File: src/rtl/crc_stream_pkg.sv
// Shared types and polynomial constants for the crc_stream engine.
package crc_stream_pkg;

  typedef enum logic [1:0] {
    IDLE = 2'd0,
    RUN  = 2'd1,
    DONE = 2'd2
  } state_e;

  localparam logic [7:0]  POLY_CRC8        = 8'h07;
  localparam logic [15:0] POLY_CRC16_CCITT = 16'h1021;

endpackage

File: src/rtl/crc_stream_crc_update.sv
// Combinational CRC step: folds DATA_W bits into crc_in in one cycle.
module crc_update #(
  parameter int              CRC_W     = 8,
  parameter logic [CRC_W-1:0] POLY     = 'h07,
  parameter int              DATA_W    = 1,
  parameter bit              LSB_FIRST = 1'b1
) (
  input  logic [CRC_W-1:0]  crc_in,
  input  logic [DATA_W-1:0] data,
  output logic [CRC_W-1:0]  crc_next
);

  // Reorder so processing order is always ord[0], ord[1], ...
  logic [DATA_W-1:0] ord;
  for (genvar g = 0; g < DATA_W; g++) begin : g_ord
    assign ord[g] = LSB_FIRST ? data[g] : data[DATA_W-1-g];
  end

  logic [CRC_W-1:0]  c;
  logic [DATA_W-1:0] sh;
  logic              fb;

  always_comb begin
    c  = crc_in;
    sh = ord;
    fb = 1'b0;
    for (int i = 0; i < DATA_W; i++) begin
      fb = c[CRC_W-1] ^ sh[0];
      c  = {c[CRC_W-2:0], 1'b0} ^ (fb ? POLY : '0);
      sh = sh >> 1;
    end
    crc_next = c;
  end

endmodule

File: src/rtl/crc_stream.sv
// Framed CRC engine with valid/ready handshakes and a saturating bit counter.
// Optional CRC_STREAM_CHECK_EN adds exp_crc input and registered crc_match.
module crc_stream
  import crc_stream_pkg::*;
#(
  parameter int               CRC_W     = 8,
  parameter logic [CRC_W-1:0] POLY      = 'h07,
  parameter logic [CRC_W-1:0] INIT      = '0,
  parameter logic [CRC_W-1:0] XOR_OUT   = '0,
  parameter int               DATA_W    = 1,
  parameter bit               LSB_FIRST = 1'b1,
  parameter int               CNT_W     = 16
) (
  input  logic              clk,
  input  logic              rst,
  input  logic              start,
  input  logic              in_valid,
  output logic              in_ready,
  input  logic [DATA_W-1:0] in_data,
  input  logic              in_last,
  output logic              out_valid,
  input  logic              out_ready,
  output logic [CRC_W-1:0]  crc_out,
  output logic [CNT_W-1:0]  bit_count,
`ifdef CRC_STREAM_CHECK_EN
  input  logic [CRC_W-1:0]  exp_crc,
  output logic              crc_match,
`endif
  output logic              busy
);

  state_e             state_q, state_d;
  logic [CRC_W-1:0]   crc_q, crc_d, crc_next;
  logic [CNT_W-1:0]   cnt_q, cnt_d;
  logic [CNT_W:0]     cnt_sum;

  crc_update #(
    .CRC_W(CRC_W), .POLY(POLY), .DATA_W(DATA_W), .LSB_FIRST(LSB_FIRST)
  ) u_update (
    .crc_in(crc_q), .data(in_data), .crc_next(crc_next)
  );

  assign cnt_sum = {1'b0, cnt_q} + (CNT_W+1)'(DATA_W);

`ifdef CRC_STREAM_CHECK_EN
  logic match_q, match_d;
  assign crc_match = match_q;
`endif

  always_comb begin
    state_d = state_q;
    crc_d   = crc_q;
    cnt_d   = cnt_q;
`ifdef CRC_STREAM_CHECK_EN
    match_d = match_q;
`endif
    case (state_q)
      IDLE: begin
        if (start) begin
          state_d = RUN;
          crc_d   = INIT;
          cnt_d   = '0;
`ifdef CRC_STREAM_CHECK_EN
          match_d = 1'b0;
`endif
        end
      end
      RUN: begin
        // Restart wins over any beat presented in the same cycle.
        if (start) begin
          crc_d = INIT;
          cnt_d = '0;
`ifdef CRC_STREAM_CHECK_EN
          match_d = 1'b0;
`endif
        end else if (in_valid) begin
          crc_d = crc_next;
          cnt_d = cnt_sum[CNT_W] ? '1 : cnt_sum[CNT_W-1:0];
          if (in_last) begin
            state_d = DONE;
`ifdef CRC_STREAM_CHECK_EN
            match_d = ((crc_next ^ XOR_OUT) == exp_crc);
`endif
          end
        end
      end
      DONE: begin
        if (out_ready) begin
          state_d = IDLE;
          if (start) begin
            state_d = RUN;
            crc_d   = INIT;
            cnt_d   = '0;
`ifdef CRC_STREAM_CHECK_EN
            match_d = 1'b0;
`endif
          end
        end
      end
      default: state_d = IDLE;
    endcase
  end

  always_ff @(posedge clk) begin
    if (rst) begin
      state_q <= IDLE;
      crc_q   <= INIT;
      cnt_q   <= '0;
`ifdef CRC_STREAM_CHECK_EN
      match_q <= 1'b0;
`endif
    end else begin
      state_q <= state_d;
      crc_q   <= crc_d;
      cnt_q   <= cnt_d;
`ifdef CRC_STREAM_CHECK_EN
      match_q <= match_d;
`endif
    end
  end

  assign in_ready  = (state_q == RUN);
  assign out_valid = (state_q == DONE);
  assign busy      = (state_q != IDLE);
  assign crc_out   = crc_q ^ XOR_OUT;
  assign bit_count = cnt_q;

endmodule

File: config.mk
export PLATFORM = sky130hd
export DESIGN_NAME = crc_stream
export DESIGN_NICKNAME = d
export VERILOG_FILES = /design/src/rtl/crc_stream_pkg.sv /design/src/rtl/crc_stream_crc_update.sv /design/src/rtl/crc_stream.sv
export SDC_FILE = /design/constraint.sdc
export NUM_CORES = 1
export LEC_CHECK = 0
export CAP_MARGIN = 10
export CORE_UTILIZATION = 45
export CTS_CLUSTER_DIAMETER = 200
export DETAILED_ROUTE_END_ITERATION = 10
export GPL_TIMING_DRIVEN = 0
export PLACE_DENSITY = 0.77
export SLEW_MARGIN = 20
export SYNTH_ARGS = -nofsm -noshare
export SYNTH_HDL_FRONTEND = slang
export SYNTH_SLANG_ARGS = --single-unit
File: constraint.sdc
create_clock -name clk -period 2 [get_ports clk]
set_input_delay 0.4 -clock clk [delete_from_list [all_inputs] [get_ports clk]]
set_output_delay 0.4 -clock clk [all_outputs]
set_load 0.02 [all_outputs]
== After elaboration in Yosys (flattened, before gate mapping) ==
Cells that the tools add are included.

* $add $sub $neg: 1
* Multiply operators: 0
* Divide/modulo/power cells: 0
* Order comparisons: 0
* Eq/ne operators: 8
* Shift-type cells: 0
* Muxes and demuxes: 19
* Bitwise operators: 2
* Reduce and logical (&&, ||, !) cells: 5

{| class="wikitable"
|+ Operator list
! operator !! count
|-
| $mux W16 || 5
|-
| $pmux W16 S3 || 1
|-
| $mux W8 || 4
|-
| $pmux W8 S3 || 1
|-
| $add A16 B1 Y17 const B || 1
|-
| $mux W2 || 5
|-
| $xor A8 B8 Y8 || 1
|-
| $ne A2 B2 Y1 const B || 3
|-
| $pmux W2 S3 || 1
|-
| $reduce_and A5 Y1 || 1
|-
| $ne A2 B1 Y1 const B || 2
|-
| $mux W3 || 1
|-
| $ne A3 B3 Y1 const B || 1
|-
| $reduce_and A3 Y1 || 1
|-
| $reduce_bool A3 Y1 || 1
|-
| $eq A2 B1 Y1 const B || 1
|-
| $eq A2 B2 Y1 const B || 1
|-
| $logic_not A2 Y1 || 1
|-
| $reduce_bool A2 Y1 || 1
|-
| $mux W1 || 1
|-
| $xor A1 B1 Y1 || 1
|}

* Flip-flop bits (word level): 26
* Bits in latches: 0
* Bits in writable memories: 0
* ROM bits: 0
* Bits of input ports: 7
* Output and inout port bits: 27
* Word-level logic and storage cells: 38
* Memories kept: 0

== Logic depth before layout (Yosys ltp) ==
Gate-level depths: netlist (run 1).

* Depth after elaboration: 6
* Depth in mapped cells: 6
* Mapped depth without buffers: 5

== Cells and area by module ==
Synthesis (run 1) repeated with hierarchy kept, for this count alone.

* Cell total of the unflattened synthesis: 165
* Area, all modules: 1465.2 um^2

{| class="wikitable"
|+ Modules (own cells, without submodules)
! module !! instances !! cells an instance !! area an instance (um^2) !! sequential area each (um^2)
|-
| crc_stream || 1 || 156 || 1363.8 || 520.5
|-
| crc_update || 1 || 9 || 101.3 || 0.0
|}

== Worst setup path before layout (run 1) ==
Ideal clock, no wire load.

* Kind: register to register
* Start point: register cnt_q[0], in the netlist bit_count[0]
* End point: register cnt_q[14], in the netlist bit_count[14]
* Arrival time: 1.623 ns
* Required time: 1.933 ns
* Path slack: 0.310 ns
* Cell stages (with the launch flop): 7
* Buffers on the path: 1
* Clock period less this slack: 1.690 ns
* Cell sequence: dfxtp_1 ha_1 nand3_4 nor4_4 buf_6 a31oi_1 a21oi_2

* Longest elaborated chain between the ends: 5

{| class="wikitable"
|+ RTL lines
! item !! RTL line !! text
|-
| from (decl) || crc_stream.sv:34 || <nowiki>logic [CNT_W-1:0] cnt_q, cnt_d;</nowiki>
|-
| from (signal assigned) || crc_stream.sv:115 || <nowiki>cnt_q <= cnt_d;</nowiki>
|-
| $add A16 B1 Y17 || crc_stream.sv:43 || <nowiki>assign cnt_sum = {1'b0, cnt_q} + (CNT_W+1)'(DATA_W);</nowiki>
|-
| $mux W16 || crc_stream.sv:78 || <nowiki>cnt_d = cnt_sum[CNT_W] ? '1 : cnt_sum[CNT_W-1:0];</nowiki>
|-
| $mux W16 || crc_stream.sv:76 || <nowiki>end else if (in_valid) begin</nowiki>
|-
| $mux W16 || crc_stream.sv:70 || <nowiki>if (start) begin</nowiki>
|-
| $pmux W16 S3 || crc_stream.sv:57 || <nowiki>case (state_q)</nowiki>
|}

No other way between the ends. The select of a mux whose other input is x is not followed.
A chain may end at the register's enable or synchronous reset.

== Worst setup path after layout (run 1) ==
* Start point: register state_q[0]
* End point: output port busy

* Longest elaborated chain between the ends: 1

{| class="wikitable"
|+ RTL lines
! item !! RTL line !! text
|-
| from (decl) || crc_stream.sv:32 || <nowiki>state_e state_q, state_d;</nowiki>
|-
| from (signal assigned) || crc_stream.sv:113 || <nowiki>state_q <= state_d;</nowiki>
|-
| $reduce_bool A2 Y1 || crc_stream.sv:124 || <nowiki>assign busy = (state_q != IDLE);</nowiki>
|-
| to (decl) || crc_stream.sv:29 || <nowiki>output logic busy</nowiki>
|}

No other way between the ends.

==> impl_metrics.py, run 1 <==
metrics = {
    "job": {
        "cap_violations": 0,
    },
    "critical_path": {
        "crit_family": "buffers and inverters",
        "cp-startpoint": "state_q[0]$_SDFFE_PP0P_",
        "path_buf_inv": 1,
        "cp-end-kind": "primary output",
        "start_kind": "flop",
        "rr_worst_depth": 6,
        "crit_fanout": 8,
        "worstSetupPathDepth": 2,
        "crit_path_cell_trace": "or2_2 -> clkdlybuf4s50_1",
        "critPathKind": "reg2out",
        "slowest_delay_ps": 540,
        "required_ps": 1600,
        "r2r-start": "bit_count[0]$_SDFFE_PP0P_",
        "slowest_stage": "clkdlybuf4s50_1",
        "cp.arrival_ps": 1530,
    },
    "route": {
        "via_per_inst": 6.033,
        "via_count": 1466,
        "drt_first_pass_iters": 4,
        "post_drt_wl_per_cell_um": 15.03,
        "ant_nets": 0,
        "routed_wl_um": 3652,
        "drc": 0,
        "drtIter0Drc": 122,
    },
    "yosys": {
        "synth_area_leader_cell": "dfxtp_1",
        "synth_common_cells": "26 x dfxtp_1, 13 x a21oi_1, 13 x nor2_1",
        "syn_area_um2": 1428,
        "synth.distinct_cells": 47,
        "syn_nets": 171,
        "synth_seq_area_share_pct": 36.46,
        "avgSynthCellArea_um2": 8.758,
        "synthArstFlopShare_pct": 0,
        "netlist_instances": 163,
        "netlist.area_leader.share_pct": 36.46,
        "ys_seq_elements": 26,
        "synth.area.top_cells": "dfxtp_1 36%, a22oi_1 5.3%, a21oi_1 4.6%",
        "synth_flop_cell": "dfxtp_1",
        "ys_warn_count": 0,
        "synth.most_common_cell": "dfxtp_1",
        "synth_edf_count": 0,
    },
    "clocking": {
        "cts_root_buf": "clkbuf_4",
        "cts_tree": "done",
        "insertion_delay_ps": 320,
        "clock_path_buffers": 2,
        "holdBufCountCts": 0,
        "ctsHtreeMaxLevel": 1,
        "post_cts_buffers": 0,
        "numCtsBuffers": 3,
        "path_clk_slew_ps": 150,
        "cts.sinks": 26,
    },
    "final_layout": {
        "nFillCells": 276,
        "final_cell_count_no_fill": 243,
        "final_layout_size_suffix_gt1_share_pct": 11.06,
        "antenna_cells": 0,
        "fin_nets": 208,
        "area_growth_syn_to_layout_pct": 30.41,
    },
    "hold_path": {
        "worst_hold_path.num_cells": 1,
        "hp-class": "reg2reg",
        "holdCritStartpoint": "bit_count[6]$_SDFFE_PP0P_",
    },
    "sta": {
        "slew_headroom_pct": 67.58,
        "slew_violations": 0,
        "period_needed_ps": 1933,
        "setup_viol": 0,
        "tightest_slew_ps": 486.3,
        "rsz0062_at_grt": "false",
        "max_freq_ghz": 0.5174,
        "finalClockSkew_ps": 6.308,
        "post-route-period-util_pct": 96.63,
        "hold_viol": 0,
    },
    "pwr": {
        "p_total_uw": 993.4,
        "leakage_nw": 0.6287,
        "power_density_nw_per_um2": 533.6,
        "ir_drop_mv": 0.2286,
    },
    "global_routing": {
        "grt_max_degree": 16,
        "grt_overflow": 0,
        "grt_pass1_vias": 1350,
        "grt_usage_pct": 22.79,
        "grt_antenna_before_repair": 0,
        "grt_pass1_wl_um": 6134,
    },
    "floorplanning": {
        "die_w_um": 58.33,
        "core_um2": 3028,
        "die_area_um2": 3402,
        "start_util_pct": 47.15,
        "ios": 34,
        "die_y_um": 58.33,
        "rows": 20,
    },
    "placed_design": {
        "hpwl_um": 2623,
        "place.gp.congestion": 0.8594,
        "port_buffers": 32,
        "post-place-cells": 239,
    },
    "outcome": {
        "status": "finished, final reports clean",
    },
}
metal layers:
metal	routed length, µm	share of wire (%)	global-route usage [%]
met4	13	0.36	10.20
met5	0	0	0
met3	297	8.1	2.857
met1	1621	44	31.45
met2	1720	47	35.80
where the power goes:
part	switching (mW)	total [mW]	internal (mW)
combinational	0.0584	0.101	0.0428
clock	0.161	0.364	0.203
sequential	0.00583	0.528	0.523
total	0.226	0.993	0.768
cell usage in the layout, fill, tap and decap left out, drive strengths merged, types with 7 or more instances in the layout:
cell / instances
a21oi: 14
a22oi: 10
buf: 7
clkdlybuf4s50: 31
dfxtp: 26
inv: 7
nand2: 7
nand3: 9
nor2: 13
nor3: 8
final timing paths:
| kind | end | slack (ps) |
|---|---|---|
| min | bit_count[6]$_SDFFE_PP0P_ | 530 |
| min reg2reg | bit_count[6]$_SDFFE_PP0P_ | 530 |
| max | busy | 70 |
| max reg2reg | bit_count[11]$_SDFFE_PP0P_ | 180 |
state kept, by name, summed over array words and instances, names as in the netlist:
name and cells:
bit_count 16, crc_out 8, state_q 2
logic make-up (layout without fill, tap and decap cells):
kind of cell / count (synthesis) / in the layout / share of synthesized area (%)
adders and majority gates: 1 / 1 / 0.8763
muxes: 1 / 1 / 0.7012
buffers and inverters: 16 / 52 / 6.397
AOI/OAI and AO/OA: 56 / 56 / 28.13
and+or+nand+nor: 60 / 60 / 25.59
DFF: 26 / 26 / 36.46
xor gates and xnor gates: 3 / 3 / 1.841
worst reg2reg max path, stage by stage, from the launching register on:
cell	delay, ps
dfxtp_1	470
ha_1	300
nand3_4	150
nor4_4	420
buf_6	210
a2bb2oi_1	80
o32ai_1	120
per-stage QoR:
step                util (%)  cell area [µm²]  hold slack, ps  TNS (ps)  worst slack (ps)
detailed placement     59.55             1803           516.8    -140.7            -96.65
CTS                    61.32             1857           535.1         0             32.87
floorplan                  -             1428           560.3         0             310.3
global placement       59.55             1803           506.1    -44.68            -39.70
finish                 61.49             1862           535.0         0             67.36
global route           61.49             1862           562.0         0             1.853
final cells by class:
type | instances | area, µm² | share of cell area [%]
inverters | 7 | 26.28 | 1.411
clock buffers | 3 | 22.52 | 1.210
repair buffers | 32 | 322.8 | 17.34
flip-flops and latches | 26 | 524.3 | 28.16
clock inverters | 1 | 30.03 | 1.613
well taps | 44 | 55.05 | 2.957
plain buffers | 9 | 65.06 | 3.495
multi-input cells | 121 | 815.8 | 43.82
what timing repair did:
| action | 4_1_cts | 5_1_grt |
|---|---|---|
| endpoints found under the hold margin | 0 | 0 |
| setup endpoints to repair | 1 | 4 |
| resized for setup | 1 | 3 |
| cloned | 0 | 0 |
No activity file was read; power rests on OpenSTA's default activity.
==> run 2, diff against run 1 <==
Settings changed: CORE_MARGIN from default to 3.
Clock period 2 ns to 1.8 ns, I/O delays scaled along.
==> run 2 against run 1 <==
Effect of this change: largest power group unchanged; critical path type unchanged; utilization up 3.9 points; clock-buffer cell count is the same; first-iteration DRC count is 9.8% lower; hold slack worse by 39 ps; final cell count fell by 0.41%; non-clock buffer count increased by 1; sequential share of layout area hardly changed; sequential power grew 11%.
==> impl_metrics.py, run 2 (synthesis gave the netlist of run 1 again) <==
metrics = {
    "sta": {
        "post-route-period-util_pct": 97.04,
        "whs_ps": 495.7,
        "tightest_slew_ps": 495.8,
        "setup_tns_ps": 0,
        "hold_viol": 0,
        "setup_viol": 0,
        "slew_violations": 0,
        "max_freq_ghz": 0.5725,
        "period_needed_ps": 1747,
        "slew_headroom_pct": 66.95,
        "finalClockSkew_ps": 0.9049,
    },
    "final_layout": {
        "antenna_cells": 0,
        "post-route-util_pct": 65.42,
        "final_cell_count_no_fill": 242,
        "fin_nets": 209,
        "final_cell_mix": "20 x dfxtp_1, 13 x a21oi_1, 13 x nor2_1, 13 x clkdlybuf4s50_1, 12 x dlygate4sd2_1",
        "largest_reg_flops": 16,
        "mostFrequentLayoutCell": "dfxtp_1",
        "area_growth_syn_to_layout_pct": 31.81,
        "final_layout_size_suffix_gt1_share_pct": 14.00,
    },
    "pwr": {
        "ir_drop_mv": 0.4151,
        "seqPwrFrac_pct": 52.2,
        "leakage_nw": 0.7988,
        "swShare_pct": 24.33,
        "p_clk_share_pct": 38.1,
        "power_density_nw_per_um2": 596.3,
        "power_switching_uw": 273.0,
        "p_comb_share_pct": 9.8,
        "p_int_uw": 849.2,
    },
    "critical_path": {
        "critPathKind": "reg2out",
        "path_buf_inv": 1,
        "slowest_delay_ps": 620,
        "start_kind": "flop",
        "cp-end-kind": "primary output",
        "worstSetupPathDepth": 1,
        "crit_path_cell_trace": "clkdlybuf4s50_1",
        "cp.arrival_ps": 1390,
        "slowest_stage": "clkdlybuf4s50_1",
        "crit_fanout": 4,
        "required_ps": 1440,
        "crit_family": "buffers and inverters",
        "rr_worst_depth": 6,
    },
    "floorplanning": {
        "die_area_um2": 3884,
        "core_um2": 2877,
        "ios": 34,
        "die_w_um": 62.33,
        "rows": 19,
        "die_y_um": 62.33,
        "start_util_pct": 49.63,
    },
    "global_routing": {
        "grt_antenna_before_repair": 0,
        "grt_pass1_vias": 1453,
        "grt_pass1_wl_um": 6796,
        "grt_overflow": 0,
        "grt_usage_pct": 21.39,
        "grt_max_degree": 16,
    },
    "placed_design": {
        "post-place-cells": 237,
        "port_buffers": 32,
        "hpwl_um": 2731,
        "place.gp.congestion": 0.9503,
    },
    "clocking": {
        "numCtsBuffers": 3,
        "cts.sinks": 26,
        "clock_path_buffers": 2,
        "cts_tree": "done",
        "insertion_delay_ps": 350,
        "path_clk_slew_ps": 150,
        "cts_root_buf": "clkbuf_4",
        "ctsHtreeMaxLevel": 1,
    },
    "route": {
        "via_per_inst": 5.988,
        "routed_wl_um": 3850,
        "via_count": 1449,
        "ant_nets": 0,
        "drc": 0,
        "post_drt_wl_per_cell_um": 15.91,
        "drt_first_pass_iters": 4,
        "drtIter0Drc": 110,
    },
    "outcome": {
        "status": "finished, final reports clean",
    },
    "hold_path": {
        "hp-class": "in2reg",
        "worst_hold_path.num_cells": 3,
    },
    "job": {
        "cap_violations": 0,
    },
}
==> run 2: cell types whose count changed in the layout (fill, tap and decap cells not counted) <==
cell / previous run / this run
ha_2: 0 / 1
nor4_1: 2 / 1
dfxtp_4: 0 / 1
buf_4: 2 / 3
ha_1: 1 / 0
dfxtp_1: 23 / 20
dlygate4sd2_1: 0 / 12
dlymetal6s2s_1: 1 / 7
dfxtp_2: 3 / 5
clkdlybuf4s50_1: 31 / 13
nor4_2: 0 / 1
==> run 2: layout make-up <==
class                   count  area, µm²
repair buffers             33      330.3
flip-flops and latches     26      530.5
inverters                   7      26.28
well taps                  42      52.55
clock buffers               3      22.52
clock inverters             1      30.03
plain buffers               9      65.06
fillers                   247      994.7
multi-input cells         121      824.5
==> run 2: worst paths after layout <==
kind | startpoint | endpoint | slack (ps)
worst max-delay path | bit_count[10]$_SDFFE_PP0P_ | bit_count[10] | 50
worst min register to register | bit_count[1]$_SDFFE_PP0P_ | bit_count[1]$_SDFFE_PP0P_ | 520
worst min-delay path | rst | bit_count[5]$_SDFFE_PP0P_ | 500
worst max register to register | bit_count[0]$_SDFFE_PP0P_ | bit_count[14]$_SDFFE_PP0P_ | 140
==> run 2: metal layers <==
metal  global-route usage, %  share of wire, %  up-vias
li1                        -                 -      701
met1                   26.02                42      704
met2                   35.89                51       39
met3                   4.144               4.8        5
met4                   10.74               1.8        0
met5                       0                 0        -
==> run 2: power by group through the flow <==
stage / sequential, mW / clock, mW / combinational, mW
5_1_grt: 0.587 / 0.464 / 0.121
6_report: 0.586 / 0.427 / 0.109
4_1_cts: 0.586 / 0.434 / 0.109
3_5_place_dp: 0.599 / 0 / 0.112
3_3_place_gp: 0.599 / 0 / 0.110
2_1_floorplan: 0.600 / 0 / 0.0663
==> run 2: metrics by stage <==
stage                     power, mW  setup slack, ps  cell area [µm²]
final                         1.122            53.35             1882
after global routing          1.172           -6.490             1882
after CTS                     1.130            4.035             1843
after detailed placement     0.7111           -230.4             1800
after global placement       0.7084           -194.1             1800
after floorplan              0.6664            110.3             1428
==> run 2: timing repair <==
item / in CTS / in global routing
endpoints found under the hold margin: 0 / 0
pin swaps: 1 / 1
gates resized for setup: 16 / 12
setup buffers: 0 / 1
setup endpoints to repair: 16 / 19
hold buffers: 0 / 0
==> run 3, diff against run 2 <==
Settings changed: CORE_MARGIN 3 to default.
==> run 3 against run 2 <==
Effect of this change: clock power fell by 4%; clock-buffer cell count did not move; sequential power hardly changed; fmax down 0.87%; final cell count up 1.2%; die area down 12%; critical path depth unchanged; critical path type unchanged.
==> impl_metrics.py, run 3 (synthesis gave the netlist of run 1 again) <==
metrics = {
    "outcome": {
        "status": "finished, final reports clean",
    },
    "sta": {
        "setup_viol": 0,
        "finalClockSkew_ps": 10.43,
        "slew_headroom_pct": 64.37,
        "period_needed_ps": 1762,
        "rsz0062_at_grt": "false",
        "post-route-period-util_pct": 97.89,
        "max_freq_ghz": 0.5675,
        "hold_viol": 0,
        "whs_ps": 511.1,
        "tightest_slew_ps": 534.4,
        "slew_violations": 0,
    },
    "clocking": {
        "path_clk_slew_ps": 160,
        "insertion_delay_ps": 330,
        "cts_tree": "done",
        "cts.sinks": 26,
        "ctsHtreeMaxLevel": 1,
        "numCtsBuffers": 3,
        "clock_path_buffers": 2,
        "cts_root_buf": "clkbuf_4",
    },
    "placed_design": {
        "hpwl_um": 2623,
        "place.gp.congestion": 0.8594,
        "port_buffers": 32,
    },
    "final_layout": {
        "seqCellArea_um2": 529.3,
        "post-route-util_pct": 62.73,
        "final_cell_mix": "19 x dfxtp_1, 19 x clkdlybuf4s50_1, 13 x a21oi_1, 13 x nor2_1, 10 x a22oi_1",
        "largest_reg_flops": 16,
        "fin_nets": 210,
        "antenna_cells": 0,
        "multiInputGateArea_um2": 818.3,
        "area_growth_syn_to_layout_pct": 33.04,
        "nFillCells": 267,
        "final_layout_size_suffix_gt1_share_pct": 14.43,
    },
    "hold_path": {
        "hold_end": "bit_count[1]$_SDFFE_PP0P_",
        "worst_hold_path.num_cells": 1,
        "holdCritStartpoint": "bit_count[1]$_SDFFE_PP0P_",
        "hp-class": "reg2reg",
    },
    "route": {
        "routed_wl_um": 3743,
        "drc": 0,
        "ant_nets": 0,
        "via_count": 1471,
        "drt_first_pass_iters": 7,
        "post_drt_wl_per_cell_um": 15.28,
        "via_per_inst": 6.004,
        "drtIter0Drc": 127,
    },
    "global_routing": {
        "grt_overflow": 0,
        "grt_usage_pct": 22.79,
        "grt_max_degree": 16,
        "grt_pass1_wl_um": 6134,
        "grt_antenna_before_repair": 0,
        "grt_pass1_vias": 1350,
    },
    "critical_path": {
        "path_buf_inv": 1,
        "crit_family": "buffers and inverters",
        "critPathKind": "reg2out",
        "start_kind": "flop",
        "r2r-start": "bit_count[0]$_SDFFE_PP0P_",
        "crit_path_cell_trace": "clkdlybuf4s50_1",
        "required_ps": 1440,
        "slowest_stage": "clkdlybuf4s50_1",
        "crit_fanout": 5,
        "r2r_slack_ps": 100,
        "cp-end-kind": "primary output",
        "timing.rr.end": "bit_count[4]$_SDFFE_PP0P_",
        "rr_worst_depth": 6,
        "slowest_delay_ps": 630,
        "cp.arrival_ps": 1400,
    },
    "floorplanning": {
        "die_w_um": 58.33,
        "core_um2": 3028,
        "rows": 20,
        "die_area_um2": 3402,
        "ios": 34,
        "die_y_um": 58.33,
        "start_util_pct": 47.15,
    },
    "pwr": {
        "power_density_nw_per_um2": 582.6,
        "ir_drop_mv": 0.2620,
        "leakage_nw": 0.8035,
    },
    "job": {
        "cap_violations": 0,
    },
}
## run 3: changes by cell type in the layout (fill, tap and decap cells not counted), sizes merged
cell and delta:
dlymetal6s2s +2, buf +1, clkdlybuf4s50 +6, dlygate4sd2 -8
## run 3: worst max-delay path by stage
stage / startpoint / to / slack (ps) / cells past startpoint
floorplan: bit_count[0]$_SDFFE_PP0P_ / bit_count[14]$_SDFFE_PP0P_ / 110 / 6
global placement: start / bit_count[12]$_SDFFE_PP0P_ / -200 / 7
detailed placement: start / bit_count[12]$_SDFFE_PP0P_ / -260 / 7
CTS: bit_count[7]$_SDFFE_PP0P_ / bit_count[7] / 0.8 / 1
global route: crc_out[7]$_SDFFE_PP0P_ / crc_out[7] / 8 / 1
finish: bit_count[15]$_SDFFE_PP0P_ / bit_count[15] / 40 / 1
## run 3: layer usage
layer / global-route usage, % / wire (µm)
met4: 10.20 / 19
met5: 0 / 0
met3: 2.857 / 293
met1: 31.45 / 1663
met2: 35.80 / 1766
## run 3: where the power goes
group          internal (mW)  total [mW]  switching, mW  leakage (nW)
Clock                  0.225       0.409          0.184        0.0279
Sequential             0.581       0.587        0.00645         0.213
Combinational         0.0447       0.110         0.0654         0.563
Total                  0.850        1.11          0.256         0.804
## run 3: metrics by stage
stage	setup TNS [ps]	worst slack (ps)	instances	cell area, µm²	total power, mW
2_1_floorplan	0	110.3	163	1428	0.6664
3_3_place_gp	-1821	-199.7	239	1803	0.7076
3_5_place_dp	-2370	-256.6	239	1803	0.7098
4_1_cts	0	0.7867	243	1856	1.107
5_1_grt	0	7.971	245	1899	1.151
6_report	0	38.01	245	1899	1.107
## run 3: final cells by class
type | count | area share (%)
sequential | 26 | 27.87
clock inverter | 1 | 1.581
buffer | 9 | 3.426
tap | 44 | 2.899
timing repair buffer | 34 | 18.58
clock buffer | 3 | 1.186
multi-input combinational | 121 | 43.08
inverter | 7 | 1.383
## run 3: repair_timing
item,CTS,global route
endpoints found under the setup margin,10,24
hold buffers,0,0
setup buffers,0,2
pin swaps,1,1
resized for setup,8,13
